==> src/rtl/audio_mixer_n_pkg.sv <==
// audio_mix_pkg: shared FSM states, gain scaling and the signed clamp helper for audio_mixer_n.
package audio_mix_pkg;
    typedef enum logic [1:0] {IDLE, ACC, SAT, DCB} mix_state_t;
    localparam int GAIN_UNITY = 8;
    localparam int GAIN_SHIFT = $clog2(GAIN_UNITY);
    function automatic logic signed [63:0] sat_s(input logic signed [63:0] value, input int width);
        logic signed [63:0] hi, lo;
        hi = (64'sd1 <<< (width - 1)) - 64'sd1;
        lo = -hi - 64'sd1;
        return (value > hi) ? hi : (value < lo) ? lo : value;
    endfunction
endpackage

==> src/rtl/audio_mixer_n_if.sv <==
// audio_mixer_n_if: sample strobe, channel inputs and mixed-output signals of audio_mixer_n.
interface audio_mixer_n_if #(
    parameter int NCH = 4,
    parameter int IW  = 16,
    parameter int OW  = 16,
    parameter int GW  = 4
) ();
    logic              ce_sample;
    logic [NCH*IW-1:0] in_data;
    logic [NCH-1:0]    in_signed;
    logic [NCH*GW-1:0] gain;
    logic              mute;
    logic [OW-1:0]     out_data;
    logic              out_valid;
    logic              busy;
    logic              overrun;
    modport master (output ce_sample, in_data, in_signed, gain, mute, input out_data, out_valid, busy, overrun);
    modport slave (input ce_sample, in_data, in_signed, gain, mute, output out_data, out_valid, busy, overrun);
endinterface

==> src/rtl/audio_mixer_n_dc_block.sv <==
// audio_dc_block: one-pole DC blocker y = x - x_prev + y_prev - (y_prev >>> 10), saturated to OW bits.
module audio_dc_block import audio_mix_pkg::*; #(
    parameter int OW = 16
) (
    input  logic                 clk,
    input  logic                 rst,
    input  logic                 en_i,
    input  logic signed [OW-1:0] x_i,
    output logic signed [OW-1:0] y_o,
    output logic                 valid_o
);
    localparam int YW = OW + 3;
    logic signed [OW-1:0] xp_q, yp_q, y_d;
    logic                 valid_q;
    logic signed [YW-1:0] y_raw;
    always_comb begin
        y_raw = YW'(x_i) - YW'(xp_q) + YW'(yp_q) - YW'(yp_q >>> 10);
        y_d   = OW'(sat_s(64'(y_raw), OW));
    end
    always_ff @(posedge clk or posedge rst) begin
        if (rst) begin
            xp_q    <= '0;
            yp_q    <= '0;
            valid_q <= 1'b0;
        end else begin
            valid_q <= en_i;
            if (en_i) begin
                xp_q <= x_i;
                yp_q <= y_d;
            end
        end
    end
    assign y_o     = yp_q;
    assign valid_o = valid_q;
endmodule

==> src/rtl/audio_mixer_n.sv <==
// audio_mixer_n: N-channel gain/sum/saturate mixer with a serial MAC, one channel per cycle.
// Optional DC blocker after saturation when AUDIO_MIXER_DC_BLOCK_EN is defined.
module audio_mixer_n import audio_mix_pkg::*; #(
    parameter int NCH = 4,
    parameter int IW  = 16,
    parameter int OW  = 16,
    parameter int GW  = 4
) (
    input logic clk_sys,
    input logic reset,
    audio_mixer_n_if.slave bus
);
    localparam int AW = IW + GW + 1 + $clog2(NCH);
    localparam int XW = (NCH > 1) ? $clog2(NCH) : 1;
`ifdef AUDIO_MIXER_DC_BLOCK_EN
    localparam mix_state_t SAT_NEXT = DCB;
`else
    localparam mix_state_t SAT_NEXT = IDLE;
`endif
    mix_state_t           state_q, state_d;
    logic [XW-1:0]        idx_q, idx_d;
    logic signed [AW-1:0] acc_q, acc_d, prod, acc_sum;
    logic [NCH*IW-1:0]    data_q, data_d;
    logic [NCH-1:0]       sgn_q, sgn_d;
    logic [NCH*GW-1:0]    gain_q, gain_d;
    logic                 mute_q, mute_d;
    logic [OW-1:0]        out_q, out_d;
    logic                 valid_q, valid_d, ovr_q, ovr_d, last;
    logic [IW-1:0]        raw;
    logic signed [IW-1:0] s;
    logic [GW-1:0]        g;
    logic signed [63:0]   clamp;
    always_comb begin
        raw     = data_q[idx_q*IW +: IW];
        s       = {raw[IW-1] ^ ~sgn_q[idx_q], raw[IW-2:0]};
        g       = gain_q[idx_q*GW +: GW];
        prod    = AW'(s) * AW'($signed({1'b0, g}));
        acc_sum = acc_q + prod;
        clamp   = sat_s(64'(acc_sum >>> GAIN_SHIFT), IW);
        last    = idx_q == XW'(NCH - 1);
        state_d = state_q;
        idx_d   = idx_q;
        acc_d   = acc_q;
        data_d  = data_q;
        sgn_d   = sgn_q;
        gain_d  = gain_q;
        mute_d  = mute_q;
        out_d   = out_q;
        valid_d = 1'b0;
        ovr_d   = bus.ce_sample && state_q != IDLE;
        case (state_q)
            IDLE: if (bus.ce_sample) begin
                data_d  = bus.in_data;
                sgn_d   = bus.in_signed;
                gain_d  = bus.gain;
                mute_d  = bus.mute;
                acc_d   = '0;
                idx_d   = '0;
                state_d = ACC;
            end
            ACC: begin
                acc_d = acc_sum;
                idx_d = idx_q + XW'(1);
                // The final product is folded straight into the result so out_valid lands in SAT.
                if (last) begin
                    state_d = SAT;
                    out_d   = mute_q ? '0 : clamp[IW-1 -: OW];
                    valid_d = 1'b1;
                end
            end
            SAT: state_d = SAT_NEXT;
            default: state_d = IDLE;
        endcase
    end
    always_ff @(posedge clk_sys or posedge reset) begin
        if (reset) begin
            state_q <= IDLE;
            idx_q   <= '0;
            acc_q   <= '0;
            data_q  <= '0;
            sgn_q   <= '0;
            gain_q  <= '0;
            mute_q  <= 1'b0;
            out_q   <= '0;
            valid_q <= 1'b0;
            ovr_q   <= 1'b0;
        end else begin
            state_q <= state_d;
            idx_q   <= idx_d;
            acc_q   <= acc_d;
            data_q  <= data_d;
            sgn_q   <= sgn_d;
            gain_q  <= gain_d;
            mute_q  <= mute_d;
            out_q   <= out_d;
            valid_q <= valid_d;
            ovr_q   <= ovr_d;
        end
    end
    assign bus.busy    = state_q != IDLE;
    assign bus.overrun = ovr_q;
`ifdef AUDIO_MIXER_DC_BLOCK_EN
    audio_dc_block #(.OW(OW)) u_dcb (
        .clk     (clk_sys),
        .rst     (reset),
        .en_i    (valid_q),
        .x_i     (out_q),
        .y_o     (bus.out_data),
        .valid_o (bus.out_valid)
    );
`else
    assign bus.out_data  = out_q;
    assign bus.out_valid = valid_q;
`endif
endmodule

==> src/flat_wrapper.sv <==
// flat-port wrapper written by rule: the top's interface ports become plain ports
module audio_mixer_n_flat import audio_mix_pkg::*;
#(
    parameter int NCH = 4,
    parameter int IW  = 16,
    parameter int OW  = 16,
    parameter int GW  = 4
)
  (clk_sys, reset, bus_ce_sample, bus_in_data, bus_in_signed, bus_gain, bus_mute, bus_out_data, bus_out_valid, bus_busy, bus_overrun);
  audio_mixer_n_if #(.NCH(NCH), .IW(IW), .OW(OW), .GW(GW)) bus_i ();
  input logic clk_sys;
  input logic reset;
  input wire logic [$bits(bus_i.ce_sample)-1:0] bus_ce_sample;
  input wire logic [$bits(bus_i.in_data)-1:0] bus_in_data;
  input wire logic [$bits(bus_i.in_signed)-1:0] bus_in_signed;
  input wire logic [$bits(bus_i.gain)-1:0] bus_gain;
  input wire logic [$bits(bus_i.mute)-1:0] bus_mute;
  output wire logic [$bits(bus_i.out_data)-1:0] bus_out_data;
  output wire logic [$bits(bus_i.out_valid)-1:0] bus_out_valid;
  output wire logic [$bits(bus_i.busy)-1:0] bus_busy;
  output wire logic [$bits(bus_i.overrun)-1:0] bus_overrun;
  assign bus_i.ce_sample = bus_ce_sample;
  assign bus_i.in_data = bus_in_data;
  assign bus_i.in_signed = bus_in_signed;
  assign bus_i.gain = bus_gain;
  assign bus_i.mute = bus_mute;
  assign bus_out_data = bus_i.out_data;
  assign bus_out_valid = bus_i.out_valid;
  assign bus_busy = bus_i.busy;
  assign bus_overrun = bus_i.overrun;
  audio_mixer_n #(.NCH(NCH), .IW(IW), .OW(OW), .GW(GW)) u_core (.clk_sys(clk_sys), .reset(reset), .bus(bus_i));
endmodule
==> config.mk <==
export PLATFORM = sky130hd
export DESIGN_NAME = audio_mixer_n_flat
export DESIGN_NICKNAME = d
export VERILOG_FILES = /design/src/rtl/audio_mixer_n_pkg.sv /design/src/rtl/audio_mixer_n_if.sv /design/src/rtl/audio_mixer_n_dc_block.sv /design/src/rtl/audio_mixer_n.sv /design/src/flat_wrapper.sv
export SDC_FILE = /design/constraint.sdc
export NUM_CORES = 1
export LEC_CHECK = 0
export CAP_MARGIN = 0
export CORE_MARGIN = 3
export CORE_UTILIZATION = 57
export CTS_CLUSTER_SIZE = 12
export DETAILED_ROUTE_END_ITERATION = 8
export GPL_TIMING_DRIVEN = 0
export HOLD_SLACK_MARGIN = 0.02
export PLACE_DENSITY = 0.81
export SLEW_MARGIN = 25
export SYNTH_ARGS = -nofsm -noshare
export SYNTH_HDL_FRONTEND = slang
export SYNTH_HIERARCHICAL = 1
export SYNTH_SLANG_ARGS = --single-unit
==> constraint.sdc <==
create_clock -name clk_sys -period 6.7 [get_ports clk_sys]
set_clock_uncertainty 0.2 [all_clocks]
set_input_delay 1.34 -clock clk_sys [delete_from_list [all_inputs] [get_ports clk_sys]]
set_output_delay 1.34 -clock clk_sys [all_outputs]
set_load 0.005 [all_outputs]
==> results of run 1 <==
[synthesized netlist by cell type (2+ instances only)]
master,instances
nor3_1,4
o211ai_1,4
nor2b_1,3
nand2_1,53
o21ai_0,18
fa_1,50
buf_2,3
and3_1,4
buf_1,3
a22o_1,2
mux2_2,85
buf_6,2
and2_1,70
xnor2_1,20
nor3_2,2
a21oi_1,22
inv_1,109
mux4_2,20
nand3_1,27
clkbuf_1,25
a21o_1,9
nand2b_1,3
dfrtp_1,130
o21ai_2,2
a221o_1,14
xor2_1,5
mux2i_1,2
ha_1,52
nor2_1,20
[metrics by stage]
stage,setup TNS (ps),area [µm²]
2_1_floorplan,0,8842
3_3_place_gp,-14700,10130
3_5_place_dp,-3731,10170
4_1_cts,0,10820
5_1_grt,0,10830
6_report,0,10830
[repair_timing]
| item | in CTS | in global routing |
|---|---|---|
| buffers inserted | 0 | 1 |
| pin swaps | 0 | 1 |
| endpoints found under the setup margin | 16 | 16 |
| gates resized for setup | 3 | 9 |
| hold buffers | 0 | 0 |
[worst register-to-register path, delay by kind of cell, from the launching register on]
kind,cells,cell delay (ps)
AOI/OAI and AO/OA,6,1590
and+or+nand+nor,2,350
adders and majority gates,4,1850
muxes,1,410
DFF,1,440
buffers and inverters,5,1030
xor gates and xnor gates,1,300
[path summary, 6_finish.rpt]
check / slack [ps] / to / from
min in group asynchronous: 1080 / u_core/acc_q[22]$_DFFE_PP0P_ / reset
worst max register to register: 430 / u_core/bus.out_data[5]$_DFFE_PP0P_ / u_core/idx_q[1]$_DFFE_PP0P_
max in group asynchronous: 4500 / u_core/data_q[56]$_DFFE_PP0P_ / reset
worst max-delay path: 430 / u_core/bus.out_data[5]$_DFFE_PP0P_ / u_core/idx_q[1]$_DFFE_PP0P_
worst min-delay path: 300 / u_core/acc_q[1]$_DFFE_PP0P_ / u_core/acc_q[1]$_DFFE_PP0P_
worst min register to register: 300 / u_core/acc_q[1]$_DFFE_PP0P_ / u_core/acc_q[1]$_DFFE_PP0P_
[registers in the layout, indices dropped and copies added (netlist names)]
| name | flops |
|---|---|
| u_core/idx_q | 2 |
| u_core/gain_q | 16 |
| u_core/bus.out_data | 16 |
| u_core/bus.overrun | 1 |
| u_core/mute_q | 1 |
| u_core/data_q | 64 |
| u_core/state_q | 2 |
| u_core/acc_q | 23 |
| u_core/sgn_q | 4 |
| u_core/bus.out_valid | 1 |
[final cells by class]
class / count / area [µm²]
buffer: 33 / 157.7
clock buffer: 19 / 442.9
clock inverter: 13 / 196.4
fill: 1009 / 4033
inverter: 109 / 416.7
multi-input combinational: 520 / 5037
sequential: 130 / 3254
tap: 184 / 230.2
timing repair buffer: 108 / 1096
[logic make-up (layout without fill, tap and decap cells)]
logic type               after synthesis  in the layout  synth area share
AND/OR/NAND/NOR                      194            194            0.1141
multiplexers                         108            108            0.1640
flip-flops                           130            130            0.3679
adder cells (fa/ha/maj)              102            102            0.1868
XOR/XNOR                              27             27           0.02844
AO/OA/AOI/OAI                         89             89           0.07641
buffers and inverters                142            282           0.06240
[routing by layer]
layer  vias to the layer above  routed length, µm
li1                       2919                  -
met1                      3195               9173
met2                       220              10010
met3                        30               1057
met4                         0                425
met5                         -                  0
==> impl_metrics.env, run 1 <==
export IMPL_run_status="finished, final reports clean"
export IMPL_grt_max_degree=91
export IMPL_worstMarginPinSlew_ps=858.2
export IMPL_core_area_um2=14860
export IMPL_synth_top_area_cell="dfrtp_1"
export IMPL_h_tree_depth=4
export IMPL_place_hpwl_mm=15.28
export IMPL_drc_errors=0
export IMPL_avgViaCountPerCell=5.703
export IMPL_ys_flop_type="dfrtp_1"
export IMPL_rsz0062_at_grt="false"
export IMPL_min_period_over_period=0.9362
export IMPL_cp_start_kind="register"
export IMPL_worstPathRequired_ps=6810
export IMPL_final_common_cell="dfrtp_1"
export IMPL_syn_inst=792
export IMPL_fmax_ghz=0.1594
export IMPL_crit_family="adder cells"
export IMPL_endpoint_kind="register"
export IMPL_drt_pass1_iter_count=7
export IMPL_hold_path_class="register to register"
export IMPL_grt_util_met1=0.3678
export IMPL_instances_no_fill=1116
export IMPL_place_congestion=0.8779
export IMPL_first_iter_violations=457
export IMPL_use_met2=0.4314
export IMPL_gr_total_overflow=0
export IMPL_area_growth_pct=22.50
export IMPL_hold_depth=2
export IMPL_utilization=0.7287
export IMPL_whs_ps=299.6
export IMPL_fin_nets=1109
export IMPL_slowest_delay_ps=530
export IMPL_cts_root_buf="clkbuf_16"
export IMPL_dp_cells=1083
export IMPL_synth_seq_cells=130
export IMPL_num_antenna_cells=0
export IMPL_synth_area_leaders="dfrtp_1 37%, fa_1 11%, mux2_2 11%, ha_1 7.4%, mux4_2 5.1%"
export IMPL_cp_max_fo=10
export IMPL_synth_top_cell_area_share=0.3679
export IMPL_first_global_vias=6626
export IMPL_layout_min_cycle_time_ps=6273
export IMPL_cp_arrival_ps=6380
export IMPL_insertion_delay_ps=430
export IMPL_busiest_layer="met2"
export IMPL_ys_warn_count=6
export IMPL_grt_pass1_wl_mm=34.62
export IMPL_ios=107
export IMPL_die_area_um2=17040
export IMPL_wl_per_cell_um=18.52
export IMPL_antenna_found_initial=0
export IMPL_final_antenna_net_count=0
export IMPL_synthesis_nets=982
export IMPL_cts_buffers=17
export IMPL_reg2reg_depth=19
export IMPL_drive_gt1_frac=0.1749
export IMPL_slew_violations=0
export IMPL_start_util=0.5949
export IMPL_clk_path_buf_depth=2
export IMPL_slew_headroom=0.4206
export IMPL_cts_tree="built"
export IMPL_setup_ws_ps=427.2
export IMPL_path_class="register to register"
export IMPL_clock_sinks=130
export IMPL_cpMaxStageDelayCell="fa_1"
export IMPL_dp_slack_ps=-328.0
export IMPL_cp_depth=19
export IMPL_rows=44
export IMPL_setup_viol=0
export IMPL_synth_area_um2=8842
export IMPL_grtUsageMet3=0.05366
export IMPL_num_vias=6364
export IMPL_maxCapViolCount=0
export IMPL_ys_seq_area_frac=0.3679
export IMPL_final_hold_viol_count=0
export IMPL_synthArstFlopShare=1.000
export IMPL_grt_usage=0.2664
export IMPL_syn_area_per_cell_um2=11.16
export IMPL_die_h_um=130.6
export IMPL_die_w_um=130.6
export IMPL_layout_common_cells="129 x dfrtp_1, 108 x inv_1, 106 x clkdlybuf4s50_1, 85 x mux2_2, 70 x and2_1"
export IMPL_io_buffers=106
export IMPL_synth_distinct_cells=58
export IMPL_clk_pin_slew_worst_paths_ps=60
export IMPL_wl_mm=20.67
export IMPL_crit_chain="buf_2, buf_2, mux4_2, and2_1, fa_1, fa_1, inv_1, fa_1, inv_1, ha_1, a21oi_1, o211ai_2, a31oi_2, nand4_1, a221oi_2, xor2_2, o211ai_1, buf_2, a221o_1"
export IMPL_crit_buf_inv=5
export IMPL_synth_edff_count=0
Power of run 1 is left out: the tool's default activity adds up to more than one toggle a clock period on the data nets, which glitch-free logic cannot reach.
==> run 2, diff against run 1 <==
--- a/config.mk
+++ b/config.mk
@@ -11,7 +11,7 @@
 export CTS_CLUSTER_SIZE = 12
 export DETAILED_ROUTE_END_ITERATION = 8
 export GPL_TIMING_DRIVEN = 0
-export HOLD_SLACK_MARGIN = 0.02
+export HOLD_SLACK_MARGIN = 0.08
 export PLACE_DENSITY = 0.81
 export SLEW_MARGIN = 25
 export SYNTH_ARGS = -nofsm -noshare
==> results of run 2 <==
Final layout, timing and power as in run 1 (identical DEF).
Power of run 2 is left out for the same reason.
